### src/rtl/branch_resolve_ctrl.sv
// branch_resolve_ctrl: EX-stage branch resolution and mispredict recovery.
// Resolves conditional branches, JAL and JALR against the fetch prediction,
// issues a redirect handshake to fetch, then holds a bounded IF/ID flush.
// Optional macro BRANCH_PERF_EN enables the branch/mispredict counters;
// without it the perf ports are tied to zero.
//
// state    | meaning
// ---------+----------------------------------------------------------
// IDLE     | accepting EX control-flow instructions
// REDIRECT | redirect held to fetch until redir_ready, flushing
// FLUSH    | post-handshake flush hold, FLUSH_CYCLES cycles
module branch_resolve_ctrl #(
    parameter int N            = 32,
    parameter int FLUSH_CYCLES = 2
) (
    input  logic         clk,
    input  logic         rst_n,
    input  logic         ex_valid,
    output logic         ex_ready,
    input  logic         ex_is_branch,
    input  logic         ex_is_jal,
    input  logic         ex_is_jalr,
    input  logic [2:0]   ex_funct3,
    input  logic         ex_pred_taken,
    input  logic [N-1:0] ex_pc,
    input  logic [N-1:0] ex_imm,
    input  logic [N-1:0] ex_rs1,
    output logic         br_un,
    input  logic         br_eq,
    input  logic         br_lt,
    output logic         redir_valid,
    input  logic         redir_ready,
    output logic [N-1:0] redir_pc,
    output logic         flush,
    output logic [31:0]  perf_branches,
    output logic [31:0]  perf_mispredicts
);

    localparam int CW = (FLUSH_CYCLES < 2) ? 1 : $clog2(FLUSH_CYCLES + 1);
    localparam logic [CW-1:0] FLUSH_LOAD = CW'(FLUSH_CYCLES);

    localparam logic [1:0] ST_IDLE     = 2'd0;
    localparam logic [1:0] ST_REDIRECT = 2'd1;
    localparam logic [1:0] ST_FLUSH    = 2'd2;

    logic [1:0]    state_q, state_d;
    logic [N-1:0]  redir_pc_q, redir_pc_d;
    logic [CW-1:0] cnt_q, cnt_d;

    logic          cond;
    logic          taken;
    logic          cf_accept;
    logic          mispredict;
    logic [N-1:0]  target;
    logic [N-1:0]  correct_pc;

    // Comparator signedness follows funct3 bit 1 (BLTU/BGEU) at all times.
    assign br_un = ex_funct3[1];

    // Branch condition decode from same-cycle comparator results.
    always_comb begin
        cond = 1'b0;
        case (ex_funct3)
            3'b000:         cond = br_eq;
            3'b001:         cond = ~br_eq;
            3'b100, 3'b110: cond = br_lt;
            3'b101, 3'b111: cond = ~br_lt;
            default:        cond = 1'b0;
        endcase
    end

    // Resolution: taken decision, target, and mispredict detection.
    always_comb begin
        taken      = ex_is_jal | ex_is_jalr | (ex_is_branch & cond);
        if (ex_is_jalr) begin
            target = (ex_rs1 + ex_imm) & {{(N-1){1'b1}}, 1'b0};
        end else begin
            target = ex_pc + ex_imm;
        end
        correct_pc = taken ? target : (ex_pc + N'(4));
        cf_accept  = ex_valid & ex_ready & (ex_is_branch | ex_is_jal | ex_is_jalr);
        // JALR target is never predicted by fetch, so it always redirects.
        mispredict = cf_accept & (ex_is_jalr | (taken != ex_pred_taken));
    end

    // Next-state logic for the redirect/flush sequencer.
    always_comb begin
        state_d    = state_q;
        redir_pc_d = redir_pc_q;
        cnt_d      = cnt_q;
        case (state_q)
            ST_IDLE: begin
                if (mispredict) begin
                    redir_pc_d = correct_pc;
                    state_d    = ST_REDIRECT;
                end
            end
            ST_REDIRECT: begin
                if (redir_ready) begin
                    if (FLUSH_CYCLES == 0) begin
                        state_d = ST_IDLE;
                    end else begin
                        state_d = ST_FLUSH;
                        cnt_d   = FLUSH_LOAD;
                    end
                end
            end
            ST_FLUSH: begin
                cnt_d = cnt_q - CW'(1);
                if (cnt_q <= CW'(1)) begin
                    state_d = ST_IDLE;
                end
            end
            default: begin
                state_d = ST_IDLE;
            end
        endcase
    end

    // Sequencer state, held redirect PC and flush down-counter.
    always_ff @(posedge clk or negedge rst_n) begin
        if (!rst_n) begin
            state_q    <= ST_IDLE;
            redir_pc_q <= '0;
            cnt_q      <= '0;
        end else begin
            state_q    <= state_d;
            redir_pc_q <= redir_pc_d;
            cnt_q      <= cnt_d;
        end
    end

    // Outputs decode directly from state so reset clears them without a clock.
    always_comb begin
        ex_ready    = (state_q == ST_IDLE);
        redir_valid = (state_q == ST_REDIRECT);
        flush       = (state_q != ST_IDLE);
        redir_pc    = redir_pc_q;
    end

`ifdef BRANCH_PERF_EN
    logic [31:0] perf_br_q, perf_br_d;
    logic [31:0] perf_mp_q, perf_mp_d;

    // Saturating event counters.
    always_comb begin
        perf_br_d = perf_br_q;
        perf_mp_d = perf_mp_q;
        if (cf_accept && (perf_br_q != 32'hFFFF_FFFF)) begin
            perf_br_d = perf_br_q + 32'd1;
        end
        if (mispredict && (perf_mp_q != 32'hFFFF_FFFF)) begin
            perf_mp_d = perf_mp_q + 32'd1;
        end
    end

    // Counter registers.
    always_ff @(posedge clk or negedge rst_n) begin
        if (!rst_n) begin
            perf_br_q <= '0;
            perf_mp_q <= '0;
        end else begin
            perf_br_q <= perf_br_d;
            perf_mp_q <= perf_mp_d;
        end
    end

    assign perf_branches    = perf_br_q;
    assign perf_mispredicts = perf_mp_q;
`else
    assign perf_branches    = 32'd0;
    assign perf_mispredicts = 32'd0;
`endif

endmodule

### config.mk
export PLATFORM = sky130hd
export DESIGN_NAME = branch_resolve_ctrl
export DESIGN_NICKNAME = d
export VERILOG_FILES = /design/src/rtl/branch_resolve_ctrl.sv
export SDC_FILE = /design/constraint.sdc
export NUM_CORES = 1
export LEC_CHECK = 0
export ABC_AREA = 1
export CORE_UTILIZATION = 43
export DETAILED_ROUTE_END_ITERATION = 6
export HOLD_SLACK_MARGIN = 0.08
export PLACE_DENSITY = 0.72
export RECOVER_POWER = 25
export SKIP_LAST_GASP = 1
export SLEW_MARGIN = 25
export SYNTH_ARGS = -nofsm -noshare
export SYNTH_HDL_FRONTEND = slang
export SYNTH_SLANG_ARGS = --single-unit
### constraint.sdc
create_clock -name clk -period 2.6 [get_ports clk]
set_input_delay 0.26 -clock clk [delete_from_list [all_inputs] [get_ports clk]]
set_output_delay 0.26 -clock clk [all_outputs]
set_load 0.005 [all_outputs]
# [Yosys cells after proc, flatten, opt, wreduce, memory -nomap -nowiden]
# Cells that the tools add are included.
[word_totals] ff_bits=36 input_bits=109 output_inout_bits=100 word_cells=47
[op_classes] add_sub_neg=4 order_cmp=1 n_eq_ne=11 mux=8 bitwise_logic=11 reduce_logical=9
[ops] op="$add A32 B32 Y32" count=2
[ops] op="$mux W32" count=2
[ops] op="$add A32 B3 Y32 const B" count=1
[ops] op="$eq A3 B3 Y1 const B" count=4
[ops] op="$mux W2" count=3
[ops] op="$pmux W2 S3" count=1
[ops] op="$or A1 B1 Y1" count=5
[ops] op="$and A1 B1 Y1" count=4
[ops] op="$ne A2 B1 Y1 const B" count=2
[ops] op="$pmux W1 S4" count=1
[ops] op="$pmux W2 S2" count=1
[ops] op="$reduce_and A2 Y1" count=2
[ops] op="$reduce_bool A2 Y1" count=2
[ops] op="$reduce_or A2 Y1" count=2
[ops] op="$eq A3 B1 Y1 const B" count=1
[ops] op="$logic_not A3 Y1" count=1
[ops] op="$reduce_and A3 Y1" count=1
[ops] op="$eq A2 B1 Y1 const B" count=1
[ops] op="$eq A2 B2 Y1 const B" count=1
[ops] op="$le A2 B1 Y1 const B" count=1
[ops] op="$logic_not A2 Y1" count=1
[ops] op="$ne A2 B2 Y1 const B" count=1
[ops] op="$not A1 Y1" count=2
[ops] op="$sub A2 B1 Y2 const B" count=1
[ops] op="$ne A1 B1 Y1" count=1

# [Logic depth before layout (Yosys ltp)]
# Gate-level depths: netlist of the first run.
[depth] word_depth=10 depth_mapped=16 depth_no_buf=16

# [Least setup slack after synthesis of the first run]
# Ideal clock, no wire load.
[synth_timing] kind="input to register" startpoint="in ex_pc[0]" endpoint="reg redir_pc_q[22] (netlist: redir_pc[22])" arrival_time_ps=1827 required_time_ps=2523 path_slack_ps=696 path_stages=15 n_path_buf=0 cell_sequence="ha_1 -> fa_1 -> nand3_1 -> nand3_1 -> nand2_1 -> nand2_1 -> nand2_1 -> nand2_1 -> nand2_1 -> nand2_1 -> nand2_1 -> nand3_1 -> nand2_1 -> nand2_1 -> a21oi_1"
[synth_via] elab_chain_cells=3 word_cells_on_any_way=4 cone_classes="add/sub: 2; mux: 2"
[synth_rtl] element="from (decl)" line_no="25" rtl="input logic [N-1:0] ex_pc,"
[synth_rtl] element="$add A32 B32 Y32" line_no="78" rtl="target = ex_pc + ex_imm;"
[synth_rtl] element="$mux W32" line_no="75" rtl="if (ex_is_jalr) begin"
[synth_rtl] element="$mux W32 *" line_no="80" rtl="correct_pc = taken ? target : (ex_pc + N'(4));"
[synth_rtl] element="to (signal assigned)" line_no="128" rtl="redir_pc_q <= redir_pc_d;"
[synth_rtl] element="to (decl)" line_no="47" rtl="logic [N-1:0] redir_pc_q, redir_pc_d;"
# Every way passes the cells marked *; elsewhere a longest branch is shown, timed or not.
# A chain may end at the register's enable or synchronous reset.

# [Final worst setup path of the first run]
[layout_timing] startpoint="in ex_imm[0]" endpoint="reg redir_pc_q[28] (netlist: redir_pc[28])"
[layout_via] elab_chain_cells=3 word_cells_on_any_way=4 cone_classes="add/sub: 2; mux: 2"
[layout_rtl] element="from (decl)" line_no="26" rtl="input logic [N-1:0] ex_imm,"
[layout_rtl] element="$add A32 B32 Y32 (on tied branches)" line_no="78, 76"
[layout_rtl] element="$mux W32 *" line_no="75"
[layout_rtl] element="$mux W32 *" line_no="80"
# Marked as above.

==> results.cfg, run 1 <==
[sta]
slew_headroom = 0.387
setup_tns_ps = 0
worstMarginPinSlew_ps = 920
skew_ps = 6.13
slew_violations = 0
setup_viol_count_final = 0
setup_ws_ps = 256
max_freq_ghz = 0.427
hold_viol = 0
post-route-min-period_ps = 2340
fin_crit_sh = 0.902
rsz0062_at_grt = no

[placement]
hpwl_mm = 22.9
pre_cts_ws_ps = -47.3
gp_congestion = 0.992
io_buffers = 144

[worst_setup_path]
r2r_start = state_q[1]
cp.arrival_ps = 2560
endpoint_kind = register
worstRegToRegCells = 7
rr_endpoint = redir_pc[8]
rrSetupSlack_ps = 1000
critPathKind = input port to register
crit_fanout = 4
required_ps = 2810
crit_path_start_kind = input port

[clocking]
h-tree-depth = 2
numCtsBuffers = 5
cts.sinks = 36
clockBufferDepth = 2
cts_setup_buffers = 0
path_clk_slew_ps = 60
cts_tree = built
cts_hold_buffers = 0
insertion_delay_ps = 290
clockRootBuffer = clkbuf_16

[synthesis]
ys_seq_elements = 36
ys_seq_area_frac = 0.114
yosysWarnings = 0
synth_edf_count = 0
yosysTopAreaCellShare = 0.274
async_flop_share = 1.00
avgSynthCellArea_sq_um = 5.27
syn_inst = 1495
yosys-top-cells-area = nand2_1 27%, inv_1 12%, dfrtp_1 11%
synthTopCellsByCount = 574 x nand2_1, 244 x inv_1, 151 x nor2_1, 106 x a21oi_1, 102 x nand3_1
yosys_most_used_dff = dfrtp_1
yosysUniqueCellTypes = 37
synthesis.area_sq_um = 7880
synth_top_area_cell = nand2_1
synth_most_common_cell = nand2_1

[global_routing]
grt_start_max_net_pins = 40
grt_pass1_wl_mm = 42.2
first_global_vias = 8680
antenna_found_initial = 0
gr-usage-all-layers = 0.289
overflow = 0

[floorplanning]
fp.dieH_microns = 137
boundaryPins = 209
core_sq_um = 18000
die-area_sq_um = 18900
start_util = 0.438
num_rows = 49
die_w_microns = 137

[drt]
drt-total-wl_mm = 26.6
vias = 9605
dr.pass1.iters = 5
antenna_left = 0
wl_per_cell_microns = 13.8
drt_iter0_markers = 580
via_per_inst = 4.98
route.detailed.drc = 0

[hold_path]
hold_path.class = register to register
hold_path.startpoint = redir_pc[2]
holdPathStages = 2
worstHoldEndpoint = redir_pc[2]

[finish]
diodes = 0
syn2layout_area_growth_pct = 26.6
fin_nets = 1874
drive_gt1_frac = 0.0529

[pwr]
leakagePower_uw = 0.00572
power.net_switching_uw = 1810
p_comb_frac = 0.624
internal_power_uw = 2460
pwr-share-clk = 0.142
power_frac_seq = 0.235
powerDensity_nw_per_um2 = 428
vdd_drop_max_mv = 0.612
switching_share = 0.424

[status]
status = finished, final reports clean

[flow_run]
maxCapViolCount = 0
logic make-up (layout without fill, tap and decap cells):
family / after synthesis / after routing / share of synthesized area
DFF: 36 / 36 / 0.114
adders and majority gates: 65 / 65 / 0.105
other: 1 / 64 / 0.000476
and+or+nand+nor: 878 / 878 / 0.451
xor gates and xnor gates: 28 / 28 / 0.0311
AOI/OAI and AO/OA: 156 / 156 / 0.104
buffers and inverters: 331 / 474 / 0.193
per-stage QoR:
step / power [uW] / cells / cell area (sq um) / hold WS, ps / util
after detailed placement: 3650 / 1922 / 9820 / 478 / 0.547
after CTS: 4270 / 1930 / 9970 / 403 / 0.555
after global placement: 3610 / 1922 / 9820 / 470 / 0.547
after floorplan: 2430 / 1558 / 8110 / -35.6 / -
after global routing: 4670 / 1930 / 9970 / 513 / 0.555
final: 4270 / 1930 / 9970 / 485 / 0.555
placed cells by master, fill, tap and decap left out, drive strengths merged, types with 36 or more instances in the layout:
master | netlist | final
nand2 | 574 | 574
inv | 246 | 246
nor2 | 151 | 151
clkdlybuf4s50 | 0 | 143
a21oi | 107 | 107
nand3 | 102 | 102
buf | 76 | 74
conb | 1 | 64
ha | 63 | 63
dfrtp | 36 | 36
o21ai | 36 | 36
how the worst max path moves through the flow:
stage | start | end | slack [ps] | cells past startpoint
2_1_floorplan | ex_pc[0] | redir_pc[22] | 700 | 15
3_3_place_gp | ex_pc[0] | redir_pc[8] | -8 | 13
3_5_place_dp | ex_pc[0] | redir_pc[8] | -50 | 13
4_1_cts | ex_pc[0] | redir_pc[8] | 240 | 13
5_1_grt | ex_imm[0] | redir_pc[28] | 10 | 15
6_report | ex_imm[0] | redir_pc[28] | 260 | 15
worst max-delay path, cell delays in order:
cell and delay (ps):
clkdlybuf4s50_1 430, nand2_1 110, inv_1 110, fa_1 460, nand3_1 120, nand3_1 140
nand3_1 120, nand3_1 150, nand2_1 130, nand2_1 60, nand2_1 60, nand3_1 120
nand2_1 110, nand2_1 50, a21oi_1 120
what timing repair did:
| item | 4_1_cts | 5_1_grt |
|---|---|---|
| setup endpoints to repair | 0 | 1 |
| gates resized for setup | 0 | 3 |
| endpoints found under the hold margin | 0 | 0 |
power by group through the flow:
| stage | sequential (uW) | clock, uW | combinational, uW |
|---|---|---|---|
| 3_5_place_dp | 1020 | 0 | 2630 |
| 3_3_place_gp | 1010 | 0 | 2600 |
| 4_1_cts | 1010 | 619 | 2650 |
| 2_1_floorplan | 995 | 0 | 1440 |
| 6_report | 1000 | 605 | 2660 |
| 5_1_grt | 1040 | 641 | 2990 |
final cells by class:
class	count	area [sq um]
clock inverters	3	23.8
multi-input cells	1191	5690
fillers	1906	7990
well taps	229	287
clock buffers	5	125
repair buffers	219	2010
flip-flops and latches	36	901
inverters	247	927
sequential cells by signal (all words and copies together), names as in the netlist:
signal	cells
redir_pc	32
state_q	2
cnt_q	2
per-layer routing:
| layer | track usage | up-vias | share of wire |
|---|---|---|---|
| met2 | 0.482 | 394 | 0.45 |
| met5 | 0 | - | 0 |
| met3 | 0.0232 | 35 | 0.069 |
| met4 | 0.0849 | 0 | 0.023 |
| met1 | 0.396 | 4244 | 0.46 |
| li1 | - | 4932 | - |
Note: power is estimated with default switching activity, not from simulation.
==> inputs of run 2 (changes only) <==
--- a/config.mk
+++ b/config.mk
@@ -6,6 +6,8 @@
 export NUM_CORES = 1
 export LEC_CHECK = 0
 export ABC_AREA = 1
+export CORE_ASPECT_RATIO = 1.75
+export CORE_MARGIN = 10
 export CORE_UTILIZATION = 43
 export DETAILED_ROUTE_END_ITERATION = 6
 export HOLD_SLACK_MARGIN = 0.08
==> run 2 against run 1 <==
  * The flow now finishes with violations (capacitance limit, slew limit)
  * Largest power group unchanged
  * Flip-flop and latch count stayed put
  * Clock power increased by 30%
  * Worst setup slack got worse by 31 ps
  * Total power rose by 7.7%
  * Design area is 3.6% higher
  * Via count up 3.9%
==> results.cfg, run 2 (synthesis gave the netlist of run 1 again) <==
[clocking]
cts.sinks = 36
cts_resized = 0
clockBufferDepth = 2
cts_hold_buffers = 0
path_clk_slew_ps = 60
clockRootBuffer = clkbuf_16
cts_setup_buffers = 0
h-tree-depth = 2
numCtsBuffers = 5
cts_tree = built
insertion_delay_ps = 300

[floorplanning]
boundaryPins = 209
die-area_sq_um = 24300
fp.dieH_microns = 199
die_w_microns = 122
core_sq_um = 18100
start_util = 0.436
num_rows = 65

[sta]
max_freq_ghz = 0.421
post-route-min-period_ps = 2380
slew_headroom = -0.507
worstMarginPinSlew_ps = 2260
setup_viol_count_final = 0
rsz0062_at_grt = no
setup_ws_ps = 225
slew_violations = 37
hold_viol = 0
fin_crit_sh = 0.913
fin_hold_ws_ps = 486
skew_ps = 8.26

[hold_path]
hold_path.class = register to register

[finish]
nFillCells = 1963
largest_reg_flops = 32
layout_common_cells = 574 x nand2_1, 244 x inv_1, 151 x nor2_1
drive_gt1_frac = 0.0747
final_common_cell = nand2_1
fin_nets = 1913
diodes = 0
syn2layout_area_growth_pct = 31.1

[worst_setup_path]
crit_slowest_cell = fa_1
endpoint_kind = register
critPathKind = input port to register
required_ps = 2770
max_stage_delay_ps = 580
crit_chain = clkdlybuf4s50_1 -> fa_1 -> nand3_1 -> nand3_1 -> nand3_1 -> nand3_1 -> o21ai_0 -> a21oi_1 -> o21ai_0 -> a21oi_1
crit_path_start_kind = input port
cp.arrival_ps = 2550
rrSetupSlack_ps = 880
crit_fanout = 4
crit_top_cell = nand3_1

[drt]
wl_per_cell_microns = 16.2
drt-total-wl_mm = 32.0
via_per_inst = 5.05
drt_iter0_markers = 581
vias = 9975
antenna_left = 0
dr.pass1.iters = 6
route.detailed.drc = 0

[pwr]
powerDensity_nw_per_um2 = 446
leakagePower_uw = 0.00594
vdd_drop_max_mv = 0.322
fin_total_pwr_uw = 4600

[flow_run]
maxCapViolCount = 1

[placement]
gp_congestion = 0.979
pre_cts_ws_ps = -81.4
hpwl_mm = 27.9
io_buffers = 144

[global_routing]
antenna_found_initial = 0
grt_pass1_wl_mm = 49.5
grt_start_max_net_pins = 40
overflow = 0
gr-usage-all-layers = 0.259
first_global_vias = 9808

[status]
violations = capacitance limit, slew limit
status = finished with violations
[run 2: cell count changes in the layout (fill, tap and decap cells not counted), sizes merged]
cell,before,now
clkinvlp,2,0
buf,74,114
dlygate4sd3,1,0
clkinv,2,1
clkbuf,6,8
bufinv,0,1
[run 2: final cells by class]
cell class / count / area, sq um / share of cell area
Inverter: 247 / 927 / 0.0898
Tap cell: 234 / 293 / 0.0284
Clock inverter: 1 / 30.0 / 0.00291
Clock buffer: 7 / 153 / 0.0148
Timing Repair Buffer: 258 / 2320 / 0.224
Sequential cell: 36 / 901 / 0.0872
Multi-Input combinational cell: 1191 / 5710 / 0.553
[run 2: worst paths after layout]
| check | end | depth (start not counted) | start |
|---|---|---|---|
| worst max-delay path | redir_pc[12] | 10 | ex_imm[1] |
| worst min-delay path | redir_pc[4] | 2 | redir_pc[4] |
| worst max register to register | redir_pc[8] | 7 | state_q[1] |
| worst min register to register | redir_pc[4] | 2 | redir_pc[4] |
| max in group asynchronous | redir_pc[23] | 1 | rst_n |
| min in group asynchronous | redir_pc[7] | 1 | rst_n |
[run 2: metrics by stage]
step	std cells	instance area, sq um	TNS [ps]	util
5_1_grt	1974	10300	0	0.572
2_1_floorplan	1558	8110	0	-
3_5_place_dp	1966	10100	-391	0.561
3_3_place_gp	1966	10100	-198	0.561
4_1_cts	1974	10300	0	0.571
6_report	1974	10300	0	0.572
[run 2: where the power goes]
group          leakage [uW]  internal [uW]  switching, uW
registers          0.000418            830            179
clock network     0.0000901            506            281
logic               0.00543           1330           1470
[run 2: worst max-delay path: cells and delay by family]
kind | cells | cell delay (ps)
compound gates | 4 | 640
fa+ha+maj | 1 | 580
simple gates | 4 | 550
buf+inv | 1 | 530
[run 2: layer usage]
| layer | vias up | part of all wire | routed length (microns) | global-route usage |
|---|---|---|---|---|
| met5 | - | 0 | 0 | 0 |
| met1 | 4449 | 0.36 | 11600 | 0.270 |
| met3 | 88 | 0.066 | 2120 | 0.0258 |
| met4 | 0 | 0.056 | 1810 | 0.142 |
| li1 | 5024 | - | - | - |
| met2 | 414 | 0.52 | 16500 | 0.486 |
